[config.mk]
export PLATFORM = sky130hd
export DESIGN_NAME = axi_read_master_flat
export DESIGN_NICKNAME = d
export VERILOG_FILES = /design/src/rtl/axi_read_master_if.sv /design/src/rtl/axi_read_master.sv /design/src/flat_wrapper.sv
export SDC_FILE = /design/constraint.sdc
export NUM_CORES = 1
export LEC_CHECK = 0
export CAP_MARGIN = 25
export CELL_PAD_IN_SITES_DETAIL_PLACEMENT = 0
export CELL_PAD_IN_SITES_GLOBAL_PLACEMENT = 1
export CORE_ASPECT_RATIO = 2
export CORE_MARGIN = 2
export CORE_UTILIZATION = 35
export DETAILED_ROUTE_END_ITERATION = 10
export MAX_ROUTING_LAYER = met4
export PLACE_DENSITY = 0.84
export SLEW_MARGIN = 40
export SYNTH_ARGS = -nofsm -noshare
export SYNTH_HDL_FRONTEND = slang
export SYNTH_SLANG_ARGS = --single-unit
[constraint.sdc]
create_clock -name clk -period 9.25 [get_ports clk]
set_input_delay 1.85 -clock clk [delete_from_list [all_inputs] [get_ports clk]]
set_output_delay 1.85 -clock clk [all_outputs]
set_load 0.02 [all_outputs]
[src/rtl/axi_read_master_if.sv]
// AXI4 read-address and read-data channel bundle between an initiator (master)
// and a memory port (slave).
interface axi_read_master_if #(
  parameter int DATA_WIDTH = 32,
  parameter int ADDR_WIDTH = 16,
  parameter int ID_WIDTH   = 8
);
  logic [ID_WIDTH-1:0]   arid;
  logic [ADDR_WIDTH-1:0] araddr;
  logic [7:0]            arlen;
  logic [2:0]            arsize;
  logic [1:0]            arburst;
  logic                  arlock;
  logic [3:0]            arcache;
  logic [2:0]            arprot;
  logic                  arvalid;
  logic                  arready;
  logic [ID_WIDTH-1:0]   rid;
  logic [DATA_WIDTH-1:0] rdata;
  logic [1:0]            rresp;
  logic                  rlast;
  logic                  rvalid;
  logic                  rready;

  modport master (
    output arid, araddr, arlen, arsize, arburst, arlock, arcache, arprot, arvalid, rready,
    input  arready, rid, rdata, rresp, rlast, rvalid
  );

  modport slave (
    input  arid, araddr, arlen, arsize, arburst, arlock, arcache, arprot, arvalid, rready,
    output arready, rid, rdata, rresp, rlast, rvalid
  );
endinterface

[src/rtl/axi_read_master.sv]
// AXI4 read initiator: one command in flight, split into two INCR bursts when it
// crosses a 4 KB boundary; R beats are forwarded through a registered output stage.
module axi_read_master #(
  parameter int DATA_WIDTH = 32,
  parameter int ADDR_WIDTH = 16,
  parameter int STRB_WIDTH = DATA_WIDTH / 8,
  parameter int ID_WIDTH   = 8
) (
  input  logic                  clk,
  input  logic                  rst,
  input  logic [ADDR_WIDTH-1:0] cmd_addr,
  input  logic [7:0]            cmd_len,
  input  logic [ID_WIDTH-1:0]   cmd_id,
  input  logic                  cmd_valid,
  output logic                  cmd_ready,
  axi_read_master_if.master     m_axi,
  output logic [DATA_WIDTH-1:0] out_data,
  output logic                  out_last,
  output logic                  out_valid,
  input  logic                  out_ready,
  output logic                  done,
  output logic                  err,
  output logic                  busy
);

  typedef enum logic [1:0] {IDLE, ADDR, DATA} state_t;

  localparam int SIZE = $clog2(STRB_WIDTH);
  localparam logic [ADDR_WIDTH-1:0] ALIGN_MASK = ~ADDR_WIDTH'(STRB_WIDTH - 1);

  state_t                state_q, state_d;
  logic                  cmd_ready_q, cmd_ready_d;
  logic [ID_WIDTH-1:0]   id_q, id_d;
  logic [ADDR_WIDTH-1:0] araddr_q, araddr_d;
  logic [ADDR_WIDTH-1:0] next_addr_q, next_addr_d;
  logic [7:0]            arlen_q, arlen_d;
  logic                  arvalid_q, arvalid_d;
  logic [8:0]            rem_q, rem_d;
  logic [8:0]            beats_left_q, beats_left_d;
  logic [DATA_WIDTH-1:0] out_data_q, out_data_d;
  logic                  out_valid_q, out_valid_d;
  logic                  out_last_q, out_last_d;
  logic                  done_q, done_d;
  logic                  err_q, err_d;
  logic                  busy_q, busy_d;

  logic [ADDR_WIDTH-1:0] cmd_addr_al;
  logic [12:0]           bytes_to_4k;
  logic [12:0]           beats_to_4k;
  logic [8:0]            total_beats;
  logic                  split;
  logic                  rready;
  logic                  r_hs;
  logic                  burst_final;
  logic                  accept;
  logic                  beat_bad;

  // Burst sizing for a new command: beats left before the 4 KB page ends.
  always_comb begin
    cmd_addr_al = cmd_addr & ALIGN_MASK;
    bytes_to_4k = 13'h1000 - {1'b0, cmd_addr_al[11:0]};
    beats_to_4k = bytes_to_4k >> SIZE;
    total_beats = {1'b0, cmd_len} + 9'd1;
    split       = {4'b0000, total_beats} > beats_to_4k;
  end

  always_comb begin
    rready      = (state_q == DATA) && (!out_valid_q || out_ready);
    r_hs        = rready && m_axi.rvalid;
    burst_final = (beats_left_q == 9'd1);
    accept      = (state_q == IDLE) && cmd_valid && cmd_ready_q;
    beat_bad    = (m_axi.rresp != 2'b00) || (m_axi.rid != id_q) ||
                  (m_axi.rlast != burst_final);
  end

  always_comb begin
    state_d      = state_q;
    id_d         = id_q;
    araddr_d     = araddr_q;
    next_addr_d  = next_addr_q;
    arlen_d      = arlen_q;
    arvalid_d    = arvalid_q;
    rem_d        = rem_q;
    beats_left_d = beats_left_q;
    out_data_d   = out_data_q;
    out_valid_d  = out_valid_q;
    out_last_d   = out_last_q;
    done_d       = 1'b0;
    err_d        = err_q;
    busy_d       = busy_q;

    // Output stage drains independently of the FSM; a new R beat overrides below.
    if (out_ready) begin
      out_valid_d = 1'b0;
      out_last_d  = 1'b0;
    end

    unique case (state_q)
      IDLE: begin
        if (accept) begin
          id_d      = cmd_id;
          araddr_d  = cmd_addr_al;
          arvalid_d = 1'b1;
          busy_d    = 1'b1;
          err_d     = 1'b0;
          state_d   = ADDR;
          if (split) begin
            arlen_d     = 8'(beats_to_4k - 13'd1);
            rem_d       = total_beats - 9'(beats_to_4k);
            next_addr_d = cmd_addr_al + ADDR_WIDTH'(bytes_to_4k);
          end else begin
            arlen_d = cmd_len;
            rem_d   = '0;
          end
        end
      end
      ADDR: begin
        if (m_axi.arready) begin
          arvalid_d    = 1'b0;
          beats_left_d = {1'b0, arlen_q} + 9'd1;
          state_d      = DATA;
        end
      end
      DATA: begin
        if (r_hs) begin
          out_data_d   = m_axi.rdata;
          out_valid_d  = 1'b1;
          out_last_d   = 1'b0;
          beats_left_d = beats_left_q - 9'd1;
          if (beat_bad) err_d = 1'b1;
          // Burst length is trusted over rlast; rlast only feeds the error flag.
          if (burst_final) begin
            if (rem_q != 9'd0) begin
              araddr_d  = next_addr_q;
              arlen_d   = 8'(rem_q - 9'd1);
              rem_d     = '0;
              arvalid_d = 1'b1;
              state_d   = ADDR;
            end else begin
              out_last_d = 1'b1;
              done_d     = 1'b1;
              busy_d     = 1'b0;
              state_d    = IDLE;
            end
          end
        end
      end
      default: state_d = IDLE;
    endcase

    cmd_ready_d = (state_d == IDLE);
  end

  always_ff @(posedge clk) begin
    if (rst) begin
      state_q      <= IDLE;
      cmd_ready_q  <= 1'b0;
      id_q         <= '0;
      araddr_q     <= '0;
      next_addr_q  <= '0;
      arlen_q      <= '0;
      arvalid_q    <= 1'b0;
      rem_q        <= '0;
      beats_left_q <= '0;
      out_data_q   <= '0;
      out_valid_q  <= 1'b0;
      out_last_q   <= 1'b0;
      done_q       <= 1'b0;
      err_q        <= 1'b0;
      busy_q       <= 1'b0;
    end else begin
      state_q      <= state_d;
      cmd_ready_q  <= cmd_ready_d;
      id_q         <= id_d;
      araddr_q     <= araddr_d;
      next_addr_q  <= next_addr_d;
      arlen_q      <= arlen_d;
      arvalid_q    <= arvalid_d;
      rem_q        <= rem_d;
      beats_left_q <= beats_left_d;
      out_data_q   <= out_data_d;
      out_valid_q  <= out_valid_d;
      out_last_q   <= out_last_d;
      done_q       <= done_d;
      err_q        <= err_d;
      busy_q       <= busy_d;
    end
  end

  assign cmd_ready       = cmd_ready_q;
  assign m_axi.arid      = id_q;
  assign m_axi.araddr    = araddr_q;
  assign m_axi.arlen     = arlen_q;
  assign m_axi.arsize    = 3'(SIZE);
  assign m_axi.arburst   = 2'b01;
  assign m_axi.arlock    = 1'b0;
  assign m_axi.arcache   = 4'b0011;
  assign m_axi.arprot    = 3'b000;
  assign m_axi.arvalid   = arvalid_q;
  assign m_axi.rready    = rready;
  assign out_data        = out_data_q;
  assign out_last        = out_last_q;
  assign out_valid       = out_valid_q;
  assign done            = done_q;
  assign err             = err_q;
  assign busy            = busy_q;

endmodule

[src/flat_wrapper.sv]
// flat-port wrapper written by rule: the top's interface ports become plain ports
module axi_read_master_flat 
#(
  parameter int DATA_WIDTH = 32,
  parameter int ADDR_WIDTH = 16,
  parameter int STRB_WIDTH = DATA_WIDTH / 8,
  parameter int ID_WIDTH   = 8
)
  (clk, rst, cmd_addr, cmd_len, cmd_id, cmd_valid, cmd_ready, out_data, out_last, out_valid, out_ready, done, err, busy, m_axi_arid, m_axi_araddr, m_axi_arlen, m_axi_arsize, m_axi_arburst, m_axi_arlock, m_axi_arcache, m_axi_arprot, m_axi_arvalid, m_axi_rready, m_axi_arready, m_axi_rid, m_axi_rdata, m_axi_rresp, m_axi_rlast, m_axi_rvalid);
  axi_read_master_if #(.DATA_WIDTH(DATA_WIDTH), .ADDR_WIDTH(ADDR_WIDTH), .ID_WIDTH(ID_WIDTH)) m_axi_i ();
  input  logic clk;
  input  logic rst;
  input  logic [ADDR_WIDTH-1:0] cmd_addr;
  input  logic [7:0] cmd_len;
  input  logic [ID_WIDTH-1:0] cmd_id;
  input  logic cmd_valid;
  output logic cmd_ready;
  output logic [DATA_WIDTH-1:0] out_data;
  output logic out_last;
  output logic out_valid;
  input  logic out_ready;
  output logic done;
  output logic err;
  output logic busy;
  output wire logic [$bits(m_axi_i.arid)-1:0] m_axi_arid;
  output wire logic [$bits(m_axi_i.araddr)-1:0] m_axi_araddr;
  output wire logic [$bits(m_axi_i.arlen)-1:0] m_axi_arlen;
  output wire logic [$bits(m_axi_i.arsize)-1:0] m_axi_arsize;
  output wire logic [$bits(m_axi_i.arburst)-1:0] m_axi_arburst;
  output wire logic [$bits(m_axi_i.arlock)-1:0] m_axi_arlock;
  output wire logic [$bits(m_axi_i.arcache)-1:0] m_axi_arcache;
  output wire logic [$bits(m_axi_i.arprot)-1:0] m_axi_arprot;
  output wire logic [$bits(m_axi_i.arvalid)-1:0] m_axi_arvalid;
  output wire logic [$bits(m_axi_i.rready)-1:0] m_axi_rready;
  input wire logic [$bits(m_axi_i.arready)-1:0] m_axi_arready;
  input wire logic [$bits(m_axi_i.rid)-1:0] m_axi_rid;
  input wire logic [$bits(m_axi_i.rdata)-1:0] m_axi_rdata;
  input wire logic [$bits(m_axi_i.rresp)-1:0] m_axi_rresp;
  input wire logic [$bits(m_axi_i.rlast)-1:0] m_axi_rlast;
  input wire logic [$bits(m_axi_i.rvalid)-1:0] m_axi_rvalid;
  assign m_axi_arid = m_axi_i.arid;
  assign m_axi_araddr = m_axi_i.araddr;
  assign m_axi_arlen = m_axi_i.arlen;
  assign m_axi_arsize = m_axi_i.arsize;
  assign m_axi_arburst = m_axi_i.arburst;
  assign m_axi_arlock = m_axi_i.arlock;
  assign m_axi_arcache = m_axi_i.arcache;
  assign m_axi_arprot = m_axi_i.arprot;
  assign m_axi_arvalid = m_axi_i.arvalid;
  assign m_axi_rready = m_axi_i.rready;
  assign m_axi_i.arready = m_axi_arready;
  assign m_axi_i.rid = m_axi_rid;
  assign m_axi_i.rdata = m_axi_rdata;
  assign m_axi_i.rresp = m_axi_rresp;
  assign m_axi_i.rlast = m_axi_rlast;
  assign m_axi_i.rvalid = m_axi_rvalid;
  axi_read_master #(.DATA_WIDTH(DATA_WIDTH), .ADDR_WIDTH(ADDR_WIDTH), .STRB_WIDTH(STRB_WIDTH), .ID_WIDTH(ID_WIDTH)) u_core (.clk(clk), .rst(rst), .cmd_addr(cmd_addr), .cmd_len(cmd_len), .cmd_id(cmd_id), .cmd_valid(cmd_valid), .cmd_ready(cmd_ready), .m_axi(m_axi_i), .out_data(out_data), .out_last(out_last), .out_valid(out_valid), .out_ready(out_ready), .done(done), .err(err), .busy(busy));
endmodule
==> results.json <==
{
  "status": "finished clean",
  "synth_simple_gate_area_share_pct": 22.8,
  "grt_pass1_vias": 5499,
  "die_x_um": 96.8,
  "p_per_area_nw_per_um2": 139,
  "clock_latency_ns": 0.35,
  "path_class": "in -> reg",
  "synth_top_area_share_pct": 33.9,
  "cts_htree_levels": 3,
  "rsz0062_at_grt": "no",
  "p_switching_mw": 0.321,
  "num_rows": 67,
  "synth-seq-cells": 102,
  "drive_gt1_share_pct": 4.86,
  "max_freq_mhz": 171,
  "cts_sinks": 102,
  "worstMarginPinSlew_ns": 0.765,
  "layout_min_cycle_time_ns": 5.83,
  "fin_skew_ns": 0.00728,
  "dr.pass1.iters": 4,
  "vias": 5636,
  "gp_congestion": 0.905,
  "post-route-period-util_pct": 63.1,
  "detail-route-antenna-nets": 0,
  "required_ns": 9.46,
  "synth_top_family_by_area": "simple AND/OR/NAND/NOR gates",
  "rr_endpoint": "u_core.m_axi.arlen[5]",
  "p_sw_share_pct": 29.4,
  "io_buffer_count": 148,
  "grt_pass1_wl_mm": 27.7,
  "yosysSeqAreaShare_pct": 33.9,
  "fp.dieH_um": 190,
  "initial_core_util_pct": 35.8,
  "endpoint": "u_core.m_axi.arlen[1]",
  "postCtsSetupBuffers": 0,
  "die_area_um2": 18300,
  "via_per_inst": 5.17,
  "cts_tree": "yes",
  "ys_warn_count": 0,
  "relSlewSlack_pct": 48.6,
  "synth_cells": 761,
  "yosysTopAreaCell": "dfxtp_1",
  "start_kind": "primary input",
  "clk_pin_slew_ns": 0.07,
  "ioPinCount": 166,
  "area_growth_pct": 30.4,
  "reg2reg_depth": 7,
  "cp-end-kind": "flip-flop",
  "clockPowerShare_pct": 33.2,
  "tns_ns": 0,
  "root_buffer": "clkbuf_16",
  "fin_area_um2": 7860,
  "timing.rr.start": "u_core.state_q[1]",
  "cap_violations": 0,
  "diodes": 0,
  "synthXorXnorAreaFrac_pct": 9.61,
  "wire_per_inst_um": 15.7,
  "dpl_cell_area_um2": 7580,
  "ys_async_sr_fraction_pct": 0,
  "worstPathMaxFanout": 9,
  "power_mw": 1.09,
  "ctsHoldBuffers": 0,
  "syn_avg_cell_area_um2": 7.92,
  "hold_violations": 0,
  "grt_usage_pct": 19.0,
  "ir_drop_mv": 0.0763,
  "critPathArrivalTime_ns": 6.05,
  "totalWireLength_mm": 17.1,
  "cp-startpoint": "cmd_addr[2]",
  "syn-cell-area_um2": 6030,
  "intPower_mw": 0.772,
  "hpwl_mm": 12.8,
  "setup_violations": 0,
  "slew_violations": 0,
  "ys.flop_type": "dfxtp_1",
  "synth-adder-area-share_pct": 6.12,
  "hold_path.class": "reg -> reg",
  "r2r_slack_ns": 6.63,
  "antenna_found_initial": 0,
  "drtIter0Drc": 216,
  "cts_buffers": 9,
  "cts_resized": 0,
  "synth-edff-count": 0,
  "p_leak_nw": 2.93,
  "netlist_top_cells_area": "dfxtp_1, nand2_1, ha_1",
  "synth_cell_type_count": 71,
  "cts.path.max_buffers": 2,
  "comb_power_share_pct": 23.7,
  "synth_compound_area_share_pct": 18.1,
  "nets": 988,
  "grt_overflow": 0,
  "seq_power_share_pct": 43.0,
  "drcViolationCount": 0,
  "grt_max_degree": 91,
  "synthMuxAreaShare_pct": 3.09,
  "coreArea_um2": 16800,
  "utilization_pct": 46.6
}
flip-flops by register name, indices dropped and copies added (netlist names), 2 cells and up:
| name | cells |
|---|---|
| u_core.next_addr_q | 13 |
| u_core.beats_left_q | 9 |
| u_core.out_data | 32 |
| u_core.m_axi.araddr | 14 |
| u_core.rem_q | 9 |
| u_core.state_q | 2 |
| u_core.m_axi.arlen | 8 |
| u_core.m_axi.arid | 8 |
kinds of logic (layout without fill, tap and decap cells):
kind of cell | after synthesis | count (layout)
compound gates | 163 | 163
xor+xnor | 62 | 62
fa+ha+maj | 29 | 29
buf+inv | 82 | 192
flops | 102 | 102
mux | 18 | 18
other cells | 2 | 15
simple gates | 303 | 303
area by class of cell:
| type | count | area (um^2) |
|---|---|---|
| clock inverter | 2 | 17.5 |
| multi-input combinational | 590 | 3660 |
| fill | 1708 | 8990 |
| inverter | 22 | 82.6 |
| clock buffer | 13 | 260 |
| timing repair buffer | 155 | 1540 |
| sequential | 102 | 2040 |
| tap | 207 | 259 |
worst min path at each step:
| stage | from | slack [ns] | cells after the start | endpoint |
|---|---|---|---|---|
| after global routing | u_core.out_data[20] | 0.47 | 2 | u_core.out_data[20] |
| after detailed placement | u_core.out_data[14] | 0.45 | 2 | u_core.out_data[14] |
| final | u_core.out_data[10] | 0.45 | 2 | u_core.out_data[10] |
| after global placement | u_core.out_data[25] | 0.44 | 2 | u_core.out_data[25] |
| after floorplan | u_core.next_addr_q[11] | 0.45 | 2 | u_core.next_addr_q[11] |
| after CTS | u_core.out_data[14] | 0.46 | 2 | u_core.out_data[14] |
power by group through the flow:
stage,sequential (mW),combinational [mW],clock (mW)
after global routing,0.473,0.285,0.394
after floorplan,0.493,0.149,0
final,0.470,0.259,0.363
after detailed placement,0.481,0.260,0
after CTS,0.470,0.262,0.377
after global placement,0.480,0.259,0
worst max-delay path, stage by stage:
cell and delay [ns]:
clkdlybuf4s50_1 0.63, inv_1 0.24, ha_1 0.25, or4b_4 0.52, nor2_1 0.15, ha_1 0.35
ha_1 0.41, or2_2 0.31, maj3_4 0.36, o311ai_4 0.14, a21o_1 0.40, mux2i_1 0.31
o22ai_1 0.11
synthesized netlist by cell type (all sizes together), types with 11 or more instances:
master and n:
a211oi 11, a21oi 64, a22oi 11, a311oi 14, buf 22, clkbuf 38, dfxtp 102, ha 26
inv 21, mux2i 13, nand2 138, nand3 16, nor2 82, nor3 15, o21ai 23, xnor2 32
xor2 28
layout by cell type, fill, tap and decap left out, types with 3 or more instances in the layout:
| cell | instances |
|---|---|
| a211oi_1 | 8 |
| a21o_1 | 6 |
| a21oi_1 | 63 |
| a221oi_1 | 3 |
| a22oi_1 | 10 |
| a311oi_1 | 14 |
| and2_1 | 3 |
| and3_1 | 6 |
| buf_4 | 7 |
| clkbuf_16 | 9 |
| clkdlybuf4s50_1 | 147 |
| conb_1 | 15 |
| dfxtp_1 | 102 |
| ha_1 | 26 |
| inv_1 | 21 |
| mux2_2 | 5 |
| mux2i_1 | 13 |
| nand2_1 | 138 |
| nand2b_1 | 7 |
| nand3_1 | 16 |
| nand3b_1 | 9 |
| nand4_1 | 5 |
| nor2_1 | 80 |
| nor3_1 | 14 |
| nor3b_1 | 4 |
| o211ai_1 | 5 |
| o21ai_0 | 22 |
| o31ai_1 | 4 |
| o41ai_1 | 3 |
| or3_1 | 3 |
| xnor2_1 | 32 |
| xor2_1 | 27 |
metal layers:
metal,up-vias,share of wire [%],track usage [%]
met2,140,57,37.5
met3,20,3.3,2.28
met1,2643,37,18.8
met5,-,0,-
li1,2833,-,-
met4,0,2.1,6.61
per-stage QoR:
stage | hold slack (ns) | std cells | setup WS, ns
global placement | 0.440 | 1076 | 3.06
global route | 0.471 | 1091 | 3.14
floorplan | 0.450 | 774 | 4.25
finish | 0.453 | 1091 | 3.42
detailed placement | 0.446 | 1076 | 3.06
CTS | 0.456 | 1091 | 3.43
Note: power is estimated with default switching activity, not from simulation.
